$ cat config.mk
export PLATFORM = sky130hd
export DESIGN_NAME = disp_arbiter
export DESIGN_NICKNAME = d
export VERILOG_FILES = /design/src/rtl/disp_pkg.sv /design/src/rtl/hex_to_seg7.sv /design/src/rtl/disp_arbiter.sv
export SDC_FILE = /design/constraint.sdc
export NUM_CORES = 1
export LEC_CHECK = 0
export CAP_MARGIN = 20
export CORE_AREA = 8 8 102 104
export DETAILED_ROUTE_END_ITERATION = 6
export DIE_AREA = 0 0 110 112
export HOLD_SLACK_MARGIN = 0.12
export SETUP_SLACK_MARGIN = 0.4
export SYNTH_ARGS = -nofsm -noshare
export SYNTH_HDL_FRONTEND = slang
export SYNTH_SLANG_ARGS = --single-unit
$ cat constraint.sdc
create_clock -name clk -period 2.6 [get_ports clk]
set_clock_uncertainty 0.2 [all_clocks]
set_input_delay 0.78 -clock clk [delete_from_list [all_inputs] [get_ports clk]]
set_output_delay 0.78 -clock clk [all_outputs]
set_load 0.01 [all_outputs]
$ cat src/rtl/disp_pkg.sv
// -----------------------------------------------------------------------------
// disp_pkg
//   Shared definitions for the two-requester seven-segment display arbiter.
//   - FSM state encoding.  The OWN0/OWN1 codes equal the grant vector they
//     produce, so the registered state is also the registered grant.
//   - Active-low segment patterns for hex digits 0..F, bit order a..g = 6..0.
//   - Blank patterns for the anode and segment outputs.
//   - Small helpers for anode selection and leading-zero blanking.
// -----------------------------------------------------------------------------
package disp_pkg;

  // Arbitration FSM states.
  localparam logic [1:0] ST_IDLE = 2'b00;
  localparam logic [1:0] ST_OWN0 = 2'b01;
  localparam logic [1:0] ST_OWN1 = 2'b10;

  // Everything off: all anodes deselected, all segments dark.
  localparam logic [3:0] AN_BLANK  = 4'b1111;
  localparam logic [6:0] SEG_BLANK = 7'b1111111;

  // Hex digit segment patterns, active-low, a..g in bits 6..0.
  localparam logic [6:0] SEG_HEX_0 = 7'b0000001;
  localparam logic [6:0] SEG_HEX_1 = 7'b1001111;
  localparam logic [6:0] SEG_HEX_2 = 7'b0010010;
  localparam logic [6:0] SEG_HEX_3 = 7'b0000110;
  localparam logic [6:0] SEG_HEX_4 = 7'b1001100;
  localparam logic [6:0] SEG_HEX_5 = 7'b0100100;
  localparam logic [6:0] SEG_HEX_6 = 7'b0100000;
  localparam logic [6:0] SEG_HEX_7 = 7'b0001111;
  localparam logic [6:0] SEG_HEX_8 = 7'b0000000;
  localparam logic [6:0] SEG_HEX_9 = 7'b0000100;
  localparam logic [6:0] SEG_HEX_A = 7'b0001000;
  localparam logic [6:0] SEG_HEX_B = 7'b1100000;
  localparam logic [6:0] SEG_HEX_C = 7'b0110001;
  localparam logic [6:0] SEG_HEX_D = 7'b1000010;
  localparam logic [6:0] SEG_HEX_E = 7'b0110000;
  localparam logic [6:0] SEG_HEX_F = 7'b0111000;

  // One displayed digit: anode enables plus segment pattern.
  typedef struct packed {
    logic [3:0] an;
    logic [6:0] seg;
  } disp_t;

  // Active-low one-hot anode enable for digit k.
  function automatic logic [3:0] an_for_digit(input logic [1:0] k);
    return ~(4'b0001 << k);
  endfunction

  // Leading-zero blanking: a digit is dark when it and every more
  // significant nibble are zero.  Digit 0 always shows, so a value of
  // zero still displays a single "0".
  function automatic logic digit_blanked(input logic [15:0] v,
                                         input logic [1:0]  k);
    logic blank;
    case (k)
      2'd3:    blank = (v[15:12] == 4'h0);
      2'd2:    blank = (v[15:8]  == 8'h00);
      2'd1:    blank = (v[15:4]  == 12'h000);
      default: blank = 1'b0;
    endcase
    return blank;
  endfunction

  // Nibble k of a four-digit hex value, digit 0 = bits 3:0.
  function automatic logic [3:0] nibble_of(input logic [15:0] v,
                                           input logic [1:0]  k);
    logic [3:0] n;
    case (k)
      2'd0:    n = v[3:0];
      2'd1:    n = v[7:4];
      2'd2:    n = v[11:8];
      default: n = v[15:12];
    endcase
    return n;
  endfunction

endpackage

$ cat src/rtl/hex_to_seg7.sv
// -----------------------------------------------------------------------------
// hex_to_seg7
//   Purely combinational hex-digit to seven-segment decoder.
//   Ports:
//     hex  in  4  digit value 0..F
//     seg  out 7  active-low segments, a..g in bits 6..0
// -----------------------------------------------------------------------------
module hex_to_seg7
  import disp_pkg::*;
(
  input  logic [3:0] hex,
  output logic [6:0] seg
);

  always_comb begin
    seg = SEG_BLANK;
    case (hex)
      4'h0: seg = SEG_HEX_0;
      4'h1: seg = SEG_HEX_1;
      4'h2: seg = SEG_HEX_2;
      4'h3: seg = SEG_HEX_3;
      4'h4: seg = SEG_HEX_4;
      4'h5: seg = SEG_HEX_5;
      4'h6: seg = SEG_HEX_6;
      4'h7: seg = SEG_HEX_7;
      4'h8: seg = SEG_HEX_8;
      4'h9: seg = SEG_HEX_9;
      4'hA: seg = SEG_HEX_A;
      4'hB: seg = SEG_HEX_B;
      4'hC: seg = SEG_HEX_C;
      4'hD: seg = SEG_HEX_D;
      4'hE: seg = SEG_HEX_E;
      4'hF: seg = SEG_HEX_F;
      default: seg = SEG_BLANK;
    endcase
  end

endmodule

$ cat src/rtl/disp_arbiter.sv
// -----------------------------------------------------------------------------
// disp_arbiter
//   Shares one four-digit multiplexed seven-segment display between two
//   requesters.  A free-running scan divider produces a one-cycle tick every
//   SCAN_DIV clocks; each tick advances the displayed digit and ages the
//   current owner's hold count.  An owner may be preempted by the other
//   requester only on a tick once it has held the display for HOLD ticks;
//   a voluntary release hands over immediately.
//
//   Parameters:
//     SCAN_DIV  clk cycles per scan tick (4 .. 2^20)
//     HOLD      scan ticks of ownership before preemption (1 .. 255)
//   Ports:
//     clk   in   1   clock, rising edge
//     rst   in   1   asynchronous active-high reset
//     req   in   2   req[i] = requester i wants the display
//     val0  in  16   requester 0 value, four hex digits, digit 0 = bits 3:0
//     val1  in  16   requester 1 value, same layout
//     gnt   out  2   registered grant, one-hot or zero
//     an    out  4   registered anode enables, active-low
//     seg   out  7   registered segments, active-low, a..g = bits 6..0
// -----------------------------------------------------------------------------
module disp_arbiter
  import disp_pkg::*;
#(
  parameter int SCAN_DIV = 200000,
  parameter int HOLD     = 16
) (
  input  logic        clk,
  input  logic        rst,
  input  logic [1:0]  req,
  input  logic [15:0] val0,
  input  logic [15:0] val1,
  output logic [1:0]  gnt,
  output logic [3:0]  an,
  output logic [6:0]  seg
);

  localparam int              CNT_W    = $clog2(SCAN_DIV);
  localparam logic [CNT_W-1:0] CNT_LAST = CNT_W'(SCAN_DIV - 1);
  localparam logic [7:0]       HOLD_SAT = 8'(HOLD);

  // ---------------------------------------------------------------------------
  // State
  // ---------------------------------------------------------------------------
  logic [CNT_W-1:0] cnt_q,   cnt_d;
  logic [1:0]       dig_q,   dig_d;
  logic [1:0]       state_q, state_d;
  logic [7:0]       hold_q,  hold_d;
  logic             last_q,  last_d;
  logic [3:0]       an_q,    an_d;
  logic [6:0]       seg_q,   seg_d;

  logic             tick;
  logic             hold_met;
  logic [15:0]      owner_val;
  logic [3:0]       owner_nib;
  logic [6:0]       owner_seg;
  disp_t            disp_d;

  // ---------------------------------------------------------------------------
  // Scan divider and digit index
  // ---------------------------------------------------------------------------
  assign tick = (cnt_q == CNT_LAST);

  always_comb begin
    cnt_d = cnt_q + CNT_W'(1);
    dig_d = dig_q;
    if (tick) begin
      cnt_d = '0;
      dig_d = dig_q + 2'd1;
    end
  end

  // ---------------------------------------------------------------------------
  // Arbitration FSM
  // ---------------------------------------------------------------------------
  assign hold_met = (hold_q >= HOLD_SAT);

  always_comb begin
    state_d = state_q;
    case (state_q)
      ST_IDLE: begin
        case (req)
          2'b01:   state_d = ST_OWN0;
          2'b10:   state_d = ST_OWN1;
          // Contention from idle goes to whoever did not own it last.
          2'b11:   state_d = last_q ? ST_OWN0 : ST_OWN1;
          default: state_d = ST_IDLE;
        endcase
      end
      ST_OWN0: begin
        // Release is checked first so it wins over a same-cycle preemption.
        if (!req[0]) begin
          state_d = req[1] ? ST_OWN1 : ST_IDLE;
        end else if (tick && req[1] && hold_met) begin
          state_d = ST_OWN1;
        end
      end
      ST_OWN1: begin
        if (!req[1]) begin
          state_d = req[0] ? ST_OWN0 : ST_IDLE;
        end else if (tick && req[0] && hold_met) begin
          state_d = ST_OWN0;
        end
      end
      default: state_d = ST_IDLE;
    endcase
  end

  // Last owner only changes when somebody is granted; IDLE keeps the history.
  always_comb begin
    last_d = last_q;
    if (state_d == ST_OWN0) begin
      last_d = 1'b0;
    end else if (state_d == ST_OWN1) begin
      last_d = 1'b1;
    end
  end

  // Hold counter: restarts on any grant change (including to IDLE) and
  // ages on ticks while owned, saturating so it never wraps back below HOLD.
  always_comb begin
    hold_d = hold_q;
    if (state_d != state_q) begin
      hold_d = '0;
    end else if ((state_q != ST_IDLE) && tick && !hold_met) begin
      hold_d = hold_q + 8'd1;
    end
  end

  // ---------------------------------------------------------------------------
  // Display path: current digit of the current owner's live value
  // ---------------------------------------------------------------------------
  assign owner_val = (state_q == ST_OWN1) ? val1 : val0;
  assign owner_nib = nibble_of(owner_val, dig_q);

  hex_to_seg7 u_hex_to_seg7 (
    .hex (owner_nib),
    .seg (owner_seg)
  );

  always_comb begin
    disp_d.an  = AN_BLANK;
    disp_d.seg = SEG_BLANK;
    if ((state_q != ST_IDLE) && !digit_blanked(owner_val, dig_q)) begin
      disp_d.an  = an_for_digit(dig_q);
      disp_d.seg = owner_seg;
    end
    an_d  = disp_d.an;
    seg_d = disp_d.seg;
  end

  // ---------------------------------------------------------------------------
  // Registers
  // ---------------------------------------------------------------------------
  always_ff @(posedge clk or posedge rst) begin
    if (rst) begin
      cnt_q   <= '0;
      dig_q   <= 2'd0;
      state_q <= ST_IDLE;
      hold_q  <= '0;
      last_q  <= 1'b1;
      an_q    <= AN_BLANK;
      seg_q   <= SEG_BLANK;
    end else begin
      cnt_q   <= cnt_d;
      dig_q   <= dig_d;
      state_q <= state_d;
      hold_q  <= hold_d;
      last_q  <= last_d;
      an_q    <= an_d;
      seg_q   <= seg_d;
    end
  end

  // The OWN state codes are the grant vectors themselves.
  assign gnt = state_q;
  assign an  = an_q;
  assign seg = seg_q;

endmodule

==> flow_summary_export.csv <==
group,metric,value,unit
worst_hold_path,min_path_type,"reg2reg",
setup_path,path_max_fanout,5,
yosys,synth_common_cells,"dfrtp_1, nand2_1, nor2_1",
power,leakagePower,1.69,nW
clock_network,clock_latency,0.30,ns
timing,max_slew.worst_pin.slew,0.546,ns
setup_path,start_kind,"input port",
yosys,ys_seq_area_share,41.4,%
power,p_sw,0.000631,W
timing,worst_slack,0.199,ns
yosys,avgSynthCellArea,9.98,um^2
placed_design,portBuffers,48,
grt,grt_pass1_vias,2316,
final_layout,fin_cells,458,
yosys,yosys.area.top_type,"dfrtp_1",
yosys,synthTopCellsByArea,"dfrtp_1, dfstp_2, ha_1, nand2_1, mux2i_1",
yosys,synth_top_area_share,29.2,%
setup_path,cpPeakStageDelay,0.42,ns
yosys,synth_compound_area_share,13.2,%
setup_path,critPathBufInv,2,
yosys,synth_top_family_by_area,"simple AND/OR/NAND/NOR gates",
grt,grt_remaining_overflow,0,
final_layout,areaGrowthSynthToFinish,55.5,%
final_layout,final_nets,397,
detailed_routing,drcViolationCount,0,
placed_design,dpl.cell_count,421,
run,cap_viol_max_count,0,
power,power_frac_comb,38.1,%
yosys,synth-main-ff-cell,"dfrtp_1",
setup_path,cp-end-kind,"flop",
grt,gr-usage-all-layers,11.7,%
clock_network,cts-root-buf,"clkbuf_8",
setup_path,r2r_setup_slack,0.22,ns
detailed_routing,ant_nets,0,
floorplan,die_area,12300,um^2
clock_network,clk_pin_slew,0.09,ns
clock_network,tritoncts,"yes",
yosys,syn_area,2570,um^2
timing,fmax,417,MHz
setup_path,crit_type,"in2reg",
detailed_routing,drt-initial-drc-count,132,
yosys,synth-adder-area-share,7.29,%
yosys,synth_most_common_cell,"dfrtp_1",
placed_design,place_ws,-0.262,ns
timing,finalCritPeriodShare,92.3,%
detailed_routing,wl_per_cell,16.2,um
setup_path,slowest_stage,"clkdlybuf4s50_1",
yosys,synth_edf_count,0,
timing,rsz0062_at_grt,"true",
outcome,outcome,"finished, final reports clean",
grt,grt_max_degree,43,
detailed_routing,drt_wl_total,7420,um
final_layout,n_fill_cell,858,
power,power_density,518,nW/um^2
power,worst_ir_drop_vdd,0.241,mV
setup_path,arrival,2.44,ns
detailed_routing,dr.pass1.iters,4,
timing,finalCriticalPeriod,2.40,ns
yosys,synthDistinctLibCells,50,
clock_network,ctsHoldBuffers,0,
timing,hold_violations,0,
setup_path,path_delay_family,"buffers and inverters",
floorplan,die-height,112,um
clock_network,cts_sinks,42,
floorplan,initial_core_util,29.0,%
grt,antenna_found_initial,0,
yosys,synthMuxAreaShare,4.81,%
placed_design,dp_hpwl,4980,um
setup_path,path_cells,"clkdlybuf4s50_1 -> nand3_1 -> nand2_2 -> o31ai_4 -> inv_2 -> ha_4 -> mux2i_2 -> a22o_1 -> nand2_1",
final_layout,drive_above_1_share,38.0,%
yosys,syn_nets,309,
floorplan,rows,35,
timing,finalMaxSlewViolations,0,
yosys,netlist_instances,258,
clock_network,ctsHtreeMaxLevel,2,
detailed_routing,vias,2300,
yosys,synth_xor_area_share,6.13,%
clock_network,clockBufferDepth,2,
yosys,yosys.area_share.simple,23.6,%
floorplan,die-width,110,um
final_layout,n_antenna_cell,0,
setup_path,cp.required,2.64,ns
timing,setup_viol,0,
clock_network,cts_made_buffers,5,
timing,max_slew_margin,63.6,%
power,intPower,0.00144,W
yosys,ys_seq_elements,42,
yosys,yosys_warnings,0,
floorplan,core_region_area,8890,um^2
yosys,synthArstFlopShare,100,%
power,swShare,30.5,%
detailed_routing,vias_per_cell,5.02,
placed_design,gp_congestion,0.821,
grt,grt_pass1_wl,11600,um
floorplan,ios,49,
power,power_frac_seq,36.8,%
power,clkPwrFrac,25.1,%
[through the flow]
step                TNS [ns]  utilization [%]  hold WS (ns)  instance area [um^2]  power, W
finish                     0             45.0         0.270                  4000   0.00207
global route               0             45.0         0.308                  4000   0.00219
CTS                        0             42.5         0.270                  3780   0.00198
detailed placement     -1.51             37.1         0.257                  3300   0.00133
global placement       -1.26             37.1         0.263                  3300   0.00132
floorplan                  0                -         0.238                  2610   0.00107
[flip-flops by register name, indices dropped and copies added, names as in the netlist]
name    cells
dig_q       2
cnt_q      18
last_q      1
gnt         2
an          4
seg         7
hold_q      8
[cell families (layout without fill, tap and decap cells)]
family | Yosys count | in the layout
and+or+nand+nor | 110 | 110
DFF | 42 | 42
AOI/OAI and AO/OA | 40 | 40
buffers and inverters | 21 | 110
xor gates and xnor gates | 18 | 18
adders and majority gates | 15 | 15
muxes | 12 | 12
[cell usage in the layout (no fill, tap or decap), drive strengths merged, types with 2 or more instances in the layout]
cell type,instances
dlymetal6s2s,3
nand2,26
xnor2,9
a31oi,4
buf,44
a32oi,2
ha,15
nor2b,6
nor3,5
and3,6
xor2,9
inv,10
a311oi,3
o41ai,2
nand4,4
nand2b,3
nor4,3
o21ai,9
nor3b,2
dlygate4sd2,34
dfstp,12
nor2,24
mux2,3
mux2i,9
and4b,7
clkbuf,6
dfrtp,30
o221ai,4
nand3,18
clkdlybuf4s50,10
a21oi,5
[routing by layer]
metal | share of wire [%] | routed length [um] | track usage, %
met4 | 2.1 | 159 | 3.06
met1 | 41 | 3050 | 13.4
met2 | 50 | 3700 | 20.5
met3 | 6.8 | 502 | 2.95
met5 | 0 | 0 | 0
[repair_timing]
action                     4_1_cts  5_1_grt
pin swaps                       32       21
gates cloned                     1        0
gates resized for setup         89       34
setup buffers                   22        6
setup endpoints to repair       32       30
[power groups by stage]
stage	combinational, W	sequential, W	clock (W)
final	0.000788	0.000762	0.000521
after global routing	0.000846	0.000771	0.000572
after CTS	0.000683	0.000762	0.000538
after detailed placement	0.000552	0.000777	0
after global placement	0.000547	0.000776	0
after floorplan	0.000278	0.000797	0
[layout make-up]
| cell class | count | area, um^2 | area share [%] |
|---|---|---|---|
| Sequential cell | 42 | 1070 | 26.7 |
| Inverter | 10 | 37.5 | 0.938 |
| Tap cell | 111 | 139 | 3.47 |
| Clock buffer | 6 | 72.6 | 1.81 |
| Multi-Input combinational cell | 195 | 1790 | 44.6 |
| Clock inverter | 2 | 37.5 | 0.938 |
| Timing Repair Buffer | 92 | 860 | 21.5 |
[worst paths after layout]
path,start,cells after the start,endpoint
setup / recovery,val0[4],9,seg[3]
hold / removal,cnt_q[4],1,cnt_q[4]
setup reg to reg,gnt[0],10,seg[3]
hold reg to reg,cnt_q[4],1,cnt_q[4]
max in group asynchronous,rst,3,gnt[0]
min in group asynchronous,rst,3,cnt_q[15]
No activity file was read; power rests on OpenSTA's default activity.
